--- config.mk ---
export PLATFORM = sky130hd
export DESIGN_NAME = control_unit
export DESIGN_NICKNAME = d
export VERILOG_FILES = /design/src/rtl/cpu_pkg.sv /design/src/rtl/cu_decoder.sv /design/src/rtl/control_unit.sv
export SDC_FILE = /design/constraint.sdc
export NUM_CORES = 1
export LEC_CHECK = 0
export BUFFER_PORTS_ARGS = -buffer_cell sky130_fd_sc_hd__buf_2
export CORE_AREA = 4 4 58 60
export CTS_BUF_LIST = sky130_fd_sc_hd__clkbuf_4
export CTS_CLUSTER_DIAMETER = 50
export DETAILED_ROUTE_END_ITERATION = 6
export DIE_AREA = 0 0 62 64
export GPL_ROUTABILITY_DRIVEN = 0
export PLACE_DENSITY = 0.91
export REMOVE_ABC_BUFFERS = 1
export SLEW_MARGIN = 20
export SYNTH_ARGS = -nofsm -noshare
export SYNTH_HDL_FRONTEND = slang
export SYNTH_SLANG_ARGS = --single-unit
--- constraint.sdc ---
create_clock -name clk -period 3.9 [get_ports clk]
set_clock_uncertainty 0.05 [all_clocks]
set_input_delay 0.195 -clock clk [delete_from_list [all_inputs] [get_ports clk]]
set_output_delay 0.195 -clock clk [all_outputs]
set_load 0.01 [all_outputs]
--- src/rtl/cpu_pkg.sv ---
// rtl/cpu_pkg.sv - opcodes, ALU ops, strobe bit indices and FSM states for control_unit (optional macro CU_SINGLE_STEP_EN)
package cpu_pkg;

  localparam int OPW_DEF = 5;
  localparam int RFW_DEF = 4;

  // Opcodes (ir[31:27]); shra has no arithmetic ALU op and is issued as SHR
  localparam logic [4:0] OP_LD   = 5'd0;
  localparam logic [4:0] OP_LDI  = 5'd1;
  localparam logic [4:0] OP_ADD  = 5'd3;
  localparam logic [4:0] OP_SUB  = 5'd4;
  localparam logic [4:0] OP_AND  = 5'd5;
  localparam logic [4:0] OP_OR   = 5'd6;
  localparam logic [4:0] OP_ROR  = 5'd7;
  localparam logic [4:0] OP_ROL  = 5'd8;
  localparam logic [4:0] OP_SHR  = 5'd9;
  localparam logic [4:0] OP_SHRA = 5'd10;
  localparam logic [4:0] OP_SHL  = 5'd11;
  localparam logic [4:0] OP_ADDI = 5'd12;
  localparam logic [4:0] OP_ANDI = 5'd13;
  localparam logic [4:0] OP_ORI  = 5'd14;
  localparam logic [4:0] OP_HALT = 5'd27;

  // ALU operation codes on Control_Signals
  localparam logic [3:0] ALU_NONE = 4'd0;
  localparam logic [3:0] ALU_ADD  = 4'd1;
  localparam logic [3:0] ALU_SUB  = 4'd2;
  localparam logic [3:0] ALU_AND  = 4'd3;
  localparam logic [3:0] ALU_OR   = 4'd4;
  localparam logic [3:0] ALU_SHR  = 4'd5;
  localparam logic [3:0] ALU_SHL  = 4'd6;
  localparam logic [3:0] ALU_ROR  = 4'd7;
  localparam logic [3:0] ALU_ROL  = 4'd8;

  // enable[] bit indices
  localparam int PC_IN  = 20;
  localparam int MDR_IN = 21;
  localparam int IR_IN  = 23;
  localparam int Z_IN   = 24;
  localparam int MAR_IN = 25;
  localparam int Y_IN   = 27;
  localparam int INC_PC = 28;

  // busSelect[] bit indices
  localparam int ZLO_OUT = 19;
  localparam int PC_OUT  = 20;
  localparam int MDR_OUT = 21;
  localparam int C_OUT   = 22;

  typedef enum logic [2:0] {
    CLS_LD, CLS_LDI, CLS_ALU, CLS_IMM, CLS_HALT, CLS_ILL
  } op_class_t;

  typedef enum logic [3:0] {
    S_RST, S_T0, S_T1, S_T2, S_T3, S_T4, S_T5, S_T6, S_T7, S_HALT
`ifdef CU_SINGLE_STEP_EN
    , S_WAIT
`endif
  } state_t;

endpackage

--- src/rtl/cu_decoder.sv ---
// rtl/cu_decoder.sv - combinational IR field extraction and opcode classification
import cpu_pkg::*;

module cu_decoder #(
  parameter int OPW = OPW_DEF,
  parameter int RFW = RFW_DEF
) (
  input  logic [31:0]    ir,
  output op_class_t      op_class,
  output logic [3:0]     alu_op,
  output logic [RFW-1:0] ra,
  output logic [RFW-1:0] rb,
  output logic [RFW-1:0] rc,
  output logic           illegal
);

  logic [OPW-1:0] opcode;
  logic           unused_ir_low;

  assign opcode  = ir[31 -: OPW];
  assign ra      = ir[31-OPW -: RFW];
  assign rb      = ir[31-OPW-RFW -: RFW];
  assign rc      = ir[31-OPW-2*RFW -: RFW];
  // Immediate bits are consumed by the datapath's C operand, not here
  assign unused_ir_low = ^ir[31-OPW-3*RFW:0];
  assign illegal = (op_class == CLS_ILL);

  // Map opcode to instruction class and the ALU op used in T4
  always_comb begin
    op_class = CLS_ILL;
    alu_op   = ALU_NONE;
    case (opcode)
      OP_LD:   begin op_class = CLS_LD;   alu_op = ALU_ADD; end
      OP_LDI:  begin op_class = CLS_LDI;  alu_op = ALU_ADD; end
      OP_ADD:  begin op_class = CLS_ALU;  alu_op = ALU_ADD; end
      OP_SUB:  begin op_class = CLS_ALU;  alu_op = ALU_SUB; end
      OP_AND:  begin op_class = CLS_ALU;  alu_op = ALU_AND; end
      OP_OR:   begin op_class = CLS_ALU;  alu_op = ALU_OR;  end
      OP_ROR:  begin op_class = CLS_ALU;  alu_op = ALU_ROR; end
      OP_ROL:  begin op_class = CLS_ALU;  alu_op = ALU_ROL; end
      OP_SHR:  begin op_class = CLS_ALU;  alu_op = ALU_SHR; end
      OP_SHRA: begin op_class = CLS_ALU;  alu_op = ALU_SHR; end
      OP_SHL:  begin op_class = CLS_ALU;  alu_op = ALU_SHL; end
      OP_ADDI: begin op_class = CLS_IMM;  alu_op = ALU_ADD; end
      OP_ANDI: begin op_class = CLS_IMM;  alu_op = ALU_AND; end
      OP_ORI:  begin op_class = CLS_IMM;  alu_op = ALU_OR;  end
      OP_HALT: begin op_class = CLS_HALT; end
      default: begin op_class = CLS_ILL;  end
    endcase
  end

endmodule

--- src/rtl/control_unit.sv ---
// rtl/control_unit.sv - hardwired Moore control FSM driving the datapath strobes (optional macro CU_SINGLE_STEP_EN adds step/WAIT)
import cpu_pkg::*;

module control_unit #(
  parameter int OPW = OPW_DEF,
  parameter int RFW = RFW_DEF
) (
  input  logic        clk,
  input  logic        clr,
`ifdef CU_SINGLE_STEP_EN
  input  logic        step,
`endif
  input  logic [31:0] ir,
  output logic [31:0] enable,
  output logic [31:0] busSelect,
  output logic        MD_Read,
  output logic        IncPC,
  output logic [3:0]  Control_Signals,
  output logic        run,
  output logic        illegal
);

  state_t         state;
  state_t         next_state;
  state_t         done_state;
  op_class_t      op_class;
  logic [3:0]     alu_op;
  logic [RFW-1:0] ra;
  logic [RFW-1:0] rb;
  logic [RFW-1:0] rc;
  logic           dec_illegal;

  cu_decoder #(.OPW(OPW), .RFW(RFW)) u_dec (
    .ir       (ir),
    .op_class (op_class),
    .alu_op   (alu_op),
    .ra       (ra),
    .rb       (rb),
    .rc       (rc),
    .illegal  (dec_illegal)
  );

`ifdef CU_SINGLE_STEP_EN
  assign done_state = S_WAIT;
`else
  assign done_state = S_T0;
`endif

  assign IncPC = enable[INC_PC];

  // State register and sticky illegal-opcode flag; clr overrides everything
  always_ff @(posedge clk) begin
    if (clr) begin
      state   <= S_RST;
      illegal <= 1'b0;
    end else begin
      state <= next_state;
      if (state == S_T3 && dec_illegal) illegal <= 1'b1;
    end
  end

  // Next state and per-T-state strobes; everything defaults to idle
  always_comb begin
    next_state      = state;
    enable          = '0;
    busSelect       = '0;
    MD_Read         = 1'b0;
    Control_Signals = ALU_NONE;
    run             = 1'b1;
    case (state)
      S_RST: begin
        run        = 1'b0;
        next_state = S_T0;
      end
      S_T0: begin
        busSelect[PC_OUT] = 1'b1;
        enable[MAR_IN]    = 1'b1;
        enable[Z_IN]      = 1'b1;
        enable[INC_PC]    = 1'b1;
        next_state        = S_T1;
      end
      S_T1: begin
        busSelect[ZLO_OUT] = 1'b1;
        enable[PC_IN]      = 1'b1;
        MD_Read            = 1'b1;
        enable[MDR_IN]     = 1'b1;
        next_state         = S_T2;
      end
      S_T2: begin
        busSelect[MDR_OUT] = 1'b1;
        enable[IR_IN]      = 1'b1;
        next_state         = S_T3;
      end
      S_T3: begin
        if (op_class == CLS_HALT || op_class == CLS_ILL) begin
          next_state = S_HALT;
        end else begin
          busSelect[rb] = 1'b1;
          enable[Y_IN]  = 1'b1;
          next_state    = S_T4;
        end
      end
      S_T4: begin
        if (op_class == CLS_ALU) busSelect[rc]    = 1'b1;
        else                     busSelect[C_OUT] = 1'b1;
        Control_Signals = alu_op;
        enable[Z_IN]    = 1'b1;
        next_state      = S_T5;
      end
      S_T5: begin
        busSelect[ZLO_OUT] = 1'b1;
        if (op_class == CLS_LD) begin
          enable[MAR_IN] = 1'b1;
          next_state     = S_T6;
        end else begin
          enable[ra] = 1'b1;
          next_state = done_state;
        end
      end
      S_T6: begin
        MD_Read        = 1'b1;
        enable[MDR_IN] = 1'b1;
        next_state     = S_T7;
      end
      S_T7: begin
        busSelect[MDR_OUT] = 1'b1;
        enable[ra]         = 1'b1;
        next_state         = done_state;
      end
      S_HALT: begin
        run = 1'b0;
      end
`ifdef CU_SINGLE_STEP_EN
      S_WAIT: begin
        run = 1'b0;
        if (step) next_state = S_T0;
      end
`endif
      default: begin
        run        = 1'b0;
        next_state = S_RST;
      end
    endcase
  end

endmodule

==> results.txt <==
----------------------------------------------------
[Run status]
  Outcome ... completed

[Global routing]
  Global-route wire length before repair ... 5.050 mm
  GRT overflow ... 0
  Total global routing track utilization ... 15.97%
  Via count of the first global-routing pass ... 1200
  Number of antenna violations at the first check in global routing ... 0
  Pin count of the biggest net entering global routing ... 17

[CTS]
  Post-cts repair resize count ... 0
  TritonCTS buffer count ... 3
  TritonCTS clock tree ... built
  Number of sinks driven by the clock tree ... 5
  Root buffer cell ... sky130_fd_sc_hd__clkbuf_4
  Worst-skew pair later-pin latency ... 0.24 ns
  Post-CTS Hold Fix Bufs ... 0
  Post-CTS Repair Setup Buffers ... 0
  Clock edge transition at the registers on the reported setup and hold paths ... 0.05 ns
  # H-tree levels ... 1
  Maximum clock path buffer count ... 2

[Die]
  Die footprint ... 3968 µm²
  Floorplan row count ... 20
  Starting density of the core ... 39.57%
  Placeable core area ... 2928 µm²
  Width of the chip ... 62 µm
  Die boundary height ... 64 µm
  # IOs ... 106

[Layout]
  Signed area change from the synthesized netlist to the final layout ... 22.79%
  Fill cell total of the finished layout ... 325
  Finished Cell Area ... 1423 µm²
  Share of final-layout standard cells stronger than drive strength 1 ... 33.33%
  Layout Nets ... 269
  Antenna fix cells ... 0

[Routing]
  Top layer in use ... met4
  Average routed wire per standard cell ... 12.61 µm
  Routed via count divided by cell count ... 5.427
  Total wire length ... 3.366 mm
  Total vias in the final route ... 1449
  Number of DRC violations after detailed-routing iteration 0 ... 73
  Routed met2 length ... 1.611 mm
  Antenna Nets Post-Route ... 0
  Met3 WL post-DR ... 345 µm
  First-pass DRT Iterations ... 5
  Drt drc ... 0
  Met1 wire length ... 1.339 mm

[Power]
  LEAKAGE ... 0.7126 nW
  Maximum vdd drop ... 0.08744 mV
  Total power density per cell area ... 155.9 nW/µm²

[Yosys]
  Ys async rst share ... 0%
  Number of warnings printed during yosys synthesis ... 0
  Syn Std Cell Area ... 1159 µm²
  Gate Count Post-Synth ... 174
  Post-synth EDFFs ... 0
  Cell variety after synth ... 38
  Synthesized area per cell ... 6.659 µm²
  Synthesis-stage register bit count ... 5
  Sequential cell area fraction in the yosys report ... 8.639%
  Main synth FF type ... sky130_fd_sc_hd__dfxtp_1

[Worst setup path]
  WS Path Type ... flip-flop to output port
  Nature of the critical path startpoint ... flip-flop
  CP Data Arrival Time ... 2.59 ns
  Largest fanout on the critical path ... 15
  Required time reported for the critical path endpoint ... 3.65 ns
  Capturing element type of the critical path ... output port

[Placed design]
  Final HPWL DP ... 2.666 mm
  Port Buf Inserts ... 69
  Post-place instance area ... 1388 µm²

[STA]
  Final Hold Fails ... 0
  Setup TNS Final ... 0 ns
  Setup violations, final ... 0
  Highest achievable clock rate ... 0.3524 GHz
  Shortest period the worst path allows ... 2.838 ns
  Number of pins with negative max-slew slack in the final report ... 0
  RSZ-0062 raised after global routing ... no
  Crit share post-route ... 72.76%

[Run]
  Max-cap violations ... 0

[Min path]
  Hold/Removal Path Class ... primary input to flip-flop

----------------------------------------------------
[cells in the mapped netlist, types with 2 or more instances]
cell | instances | share of area (%)
sky130_fd_sc_hd__buf_4 | 24 | 16
sky130_fd_sc_hd__nand2b_1 | 16 | 8.6
sky130_fd_sc_hd__nor3_1 | 15 | 6.5
sky130_fd_sc_hd__nor2_1 | 12 | 3.9
sky130_fd_sc_hd__nand2_1 | 11 | 3.6
sky130_fd_sc_hd__o32ai_1 | 11 | 8.3
sky130_fd_sc_hd__clkbuf_1 | 8 | 2.6
sky130_fd_sc_hd__a21oi_1 | 7 | 3.0
sky130_fd_sc_hd__nor4_1 | 7 | 3.8
sky130_fd_sc_hd__o21ai_0 | 7 | 3.0
sky130_fd_sc_hd__or3_1 | 7 | 3.8
sky130_fd_sc_hd__nor2b_1 | 6 | 3.2
sky130_fd_sc_hd__a21o_1 | 5 | 3.2
sky130_fd_sc_hd__dfxtp_1 | 5 | 8.6
sky130_fd_sc_hd__inv_1 | 4 | 1.3
sky130_fd_sc_hd__nand4b_1 | 3 | 2.3
sky130_fd_sc_hd__a211oi_1 | 2 | 1.3
sky130_fd_sc_hd__buf_6 | 2 | 1.9
sky130_fd_sc_hd__nor3b_1 | 2 | 1.3
sky130_fd_sc_hd__or3b_2 | 2 | 1.5
[path summary, 6_finish.rpt]
check	startpoint	to	slack, ns	depth (start not counted)
worst max-delay path	state[2]	busSelect[4]	1.06	5
worst min-delay path	clr	illegal	0.12	2
worst max register to register	state[2]	state[2]	1.94	3
worst min register to register	illegal	illegal	0.39	2
[critical path, stage by stage (launching register included)]
cell and delay (ns):
sky130_fd_sc_hd__dfxtp_1 0.51, sky130_fd_sc_hd__or4b_1 0.50, sky130_fd_sc_hd__a2111o_1 0.55, sky130_fd_sc_hd__or3_1 0.45, sky130_fd_sc_hd__o32ai_1 0.16, sky130_fd_sc_hd__buf_2 0.19
[per-layer routing]
layer	vias to the layer above	track usage, %
met5	-	0
met4	0	6.366
met3	8	2.828
met2	69	27.33
met1	646	18.82
li1	726	-
[metrics by stage]
step	instances	setup WS (ns)	power, W	util (%)	hold slack [ns]
floorplan	160	1.636	0.0001143	-	0.2141
global placement	262	1.408	0.0001522	47.39	0.3828
detailed placement	262	1.327	0.0001546	47.39	0.3732
CTS	266	1.067	0.0002229	48.42	0.1207
global route	267	0.9191	0.0002401	48.59	0.1346
finish	267	1.062	0.0002218	48.59	0.1240
[cells by family (layout without fill, tap and decap cells)]
logic type             Yosys count  in the layout  share of synthesized area, %
buffers and inverters           38             78                         21.38
AND/OR/NAND/NOR                 90             90                         44.60
flip-flops                       5              5                         8.640
XOR/XNOR                         2              2                         1.512
other                            1             21                        0.3237
AO/OA/AOI/OAI                   38             38                         23.54
[report_power, final]
group	internal (W)	switching [W]
clock	0.0000456	0.0000214
sequential	0.0000538	0.00000630
combinational	0.0000341	0.0000606
[placed cells by master (no fill, tap or decap), types with 3 or more instances in the layout]
| cell type | count |
|---|---|
| sky130_fd_sc_hd__a21o_1 | 5 |
| sky130_fd_sc_hd__dfxtp_1 | 5 |
| sky130_fd_sc_hd__nor3_1 | 15 |
| sky130_fd_sc_hd__o21ai_0 | 7 |
| sky130_fd_sc_hd__nor4_1 | 7 |
| sky130_fd_sc_hd__buf_2 | 70 |
| sky130_fd_sc_hd__nand2_1 | 11 |
| sky130_fd_sc_hd__nor2b_1 | 6 |
| sky130_fd_sc_hd__nand4b_1 | 3 |
| sky130_fd_sc_hd__inv_1 | 4 |
| sky130_fd_sc_hd__or3_1 | 7 |
| sky130_fd_sc_hd__conb_1 | 21 |
| sky130_fd_sc_hd__clkbuf_4 | 4 |
| sky130_fd_sc_hd__a21oi_1 | 7 |
| sky130_fd_sc_hd__nand2b_1 | 16 |
| sky130_fd_sc_hd__o32ai_1 | 11 |
| sky130_fd_sc_hd__nor2_1 | 12 |
[cell type report]
type,instances,area [µm²],share of cell area (%)
inverter,4,15.01,1.055
clock buffer,4,30.03,2.111
multi-input combinational,151,885.9,62.27
sequential,5,100.1,7.036
timing repair buffer,70,350.3,24.63
tap,33,41.29,2.902
[sequential cells by signal, summed over array words and instances (netlist names)]
| signal | cells |
|---|---|
| state | 4 |
| illegal | 1 |
Power figures use the tool's default switching activity.
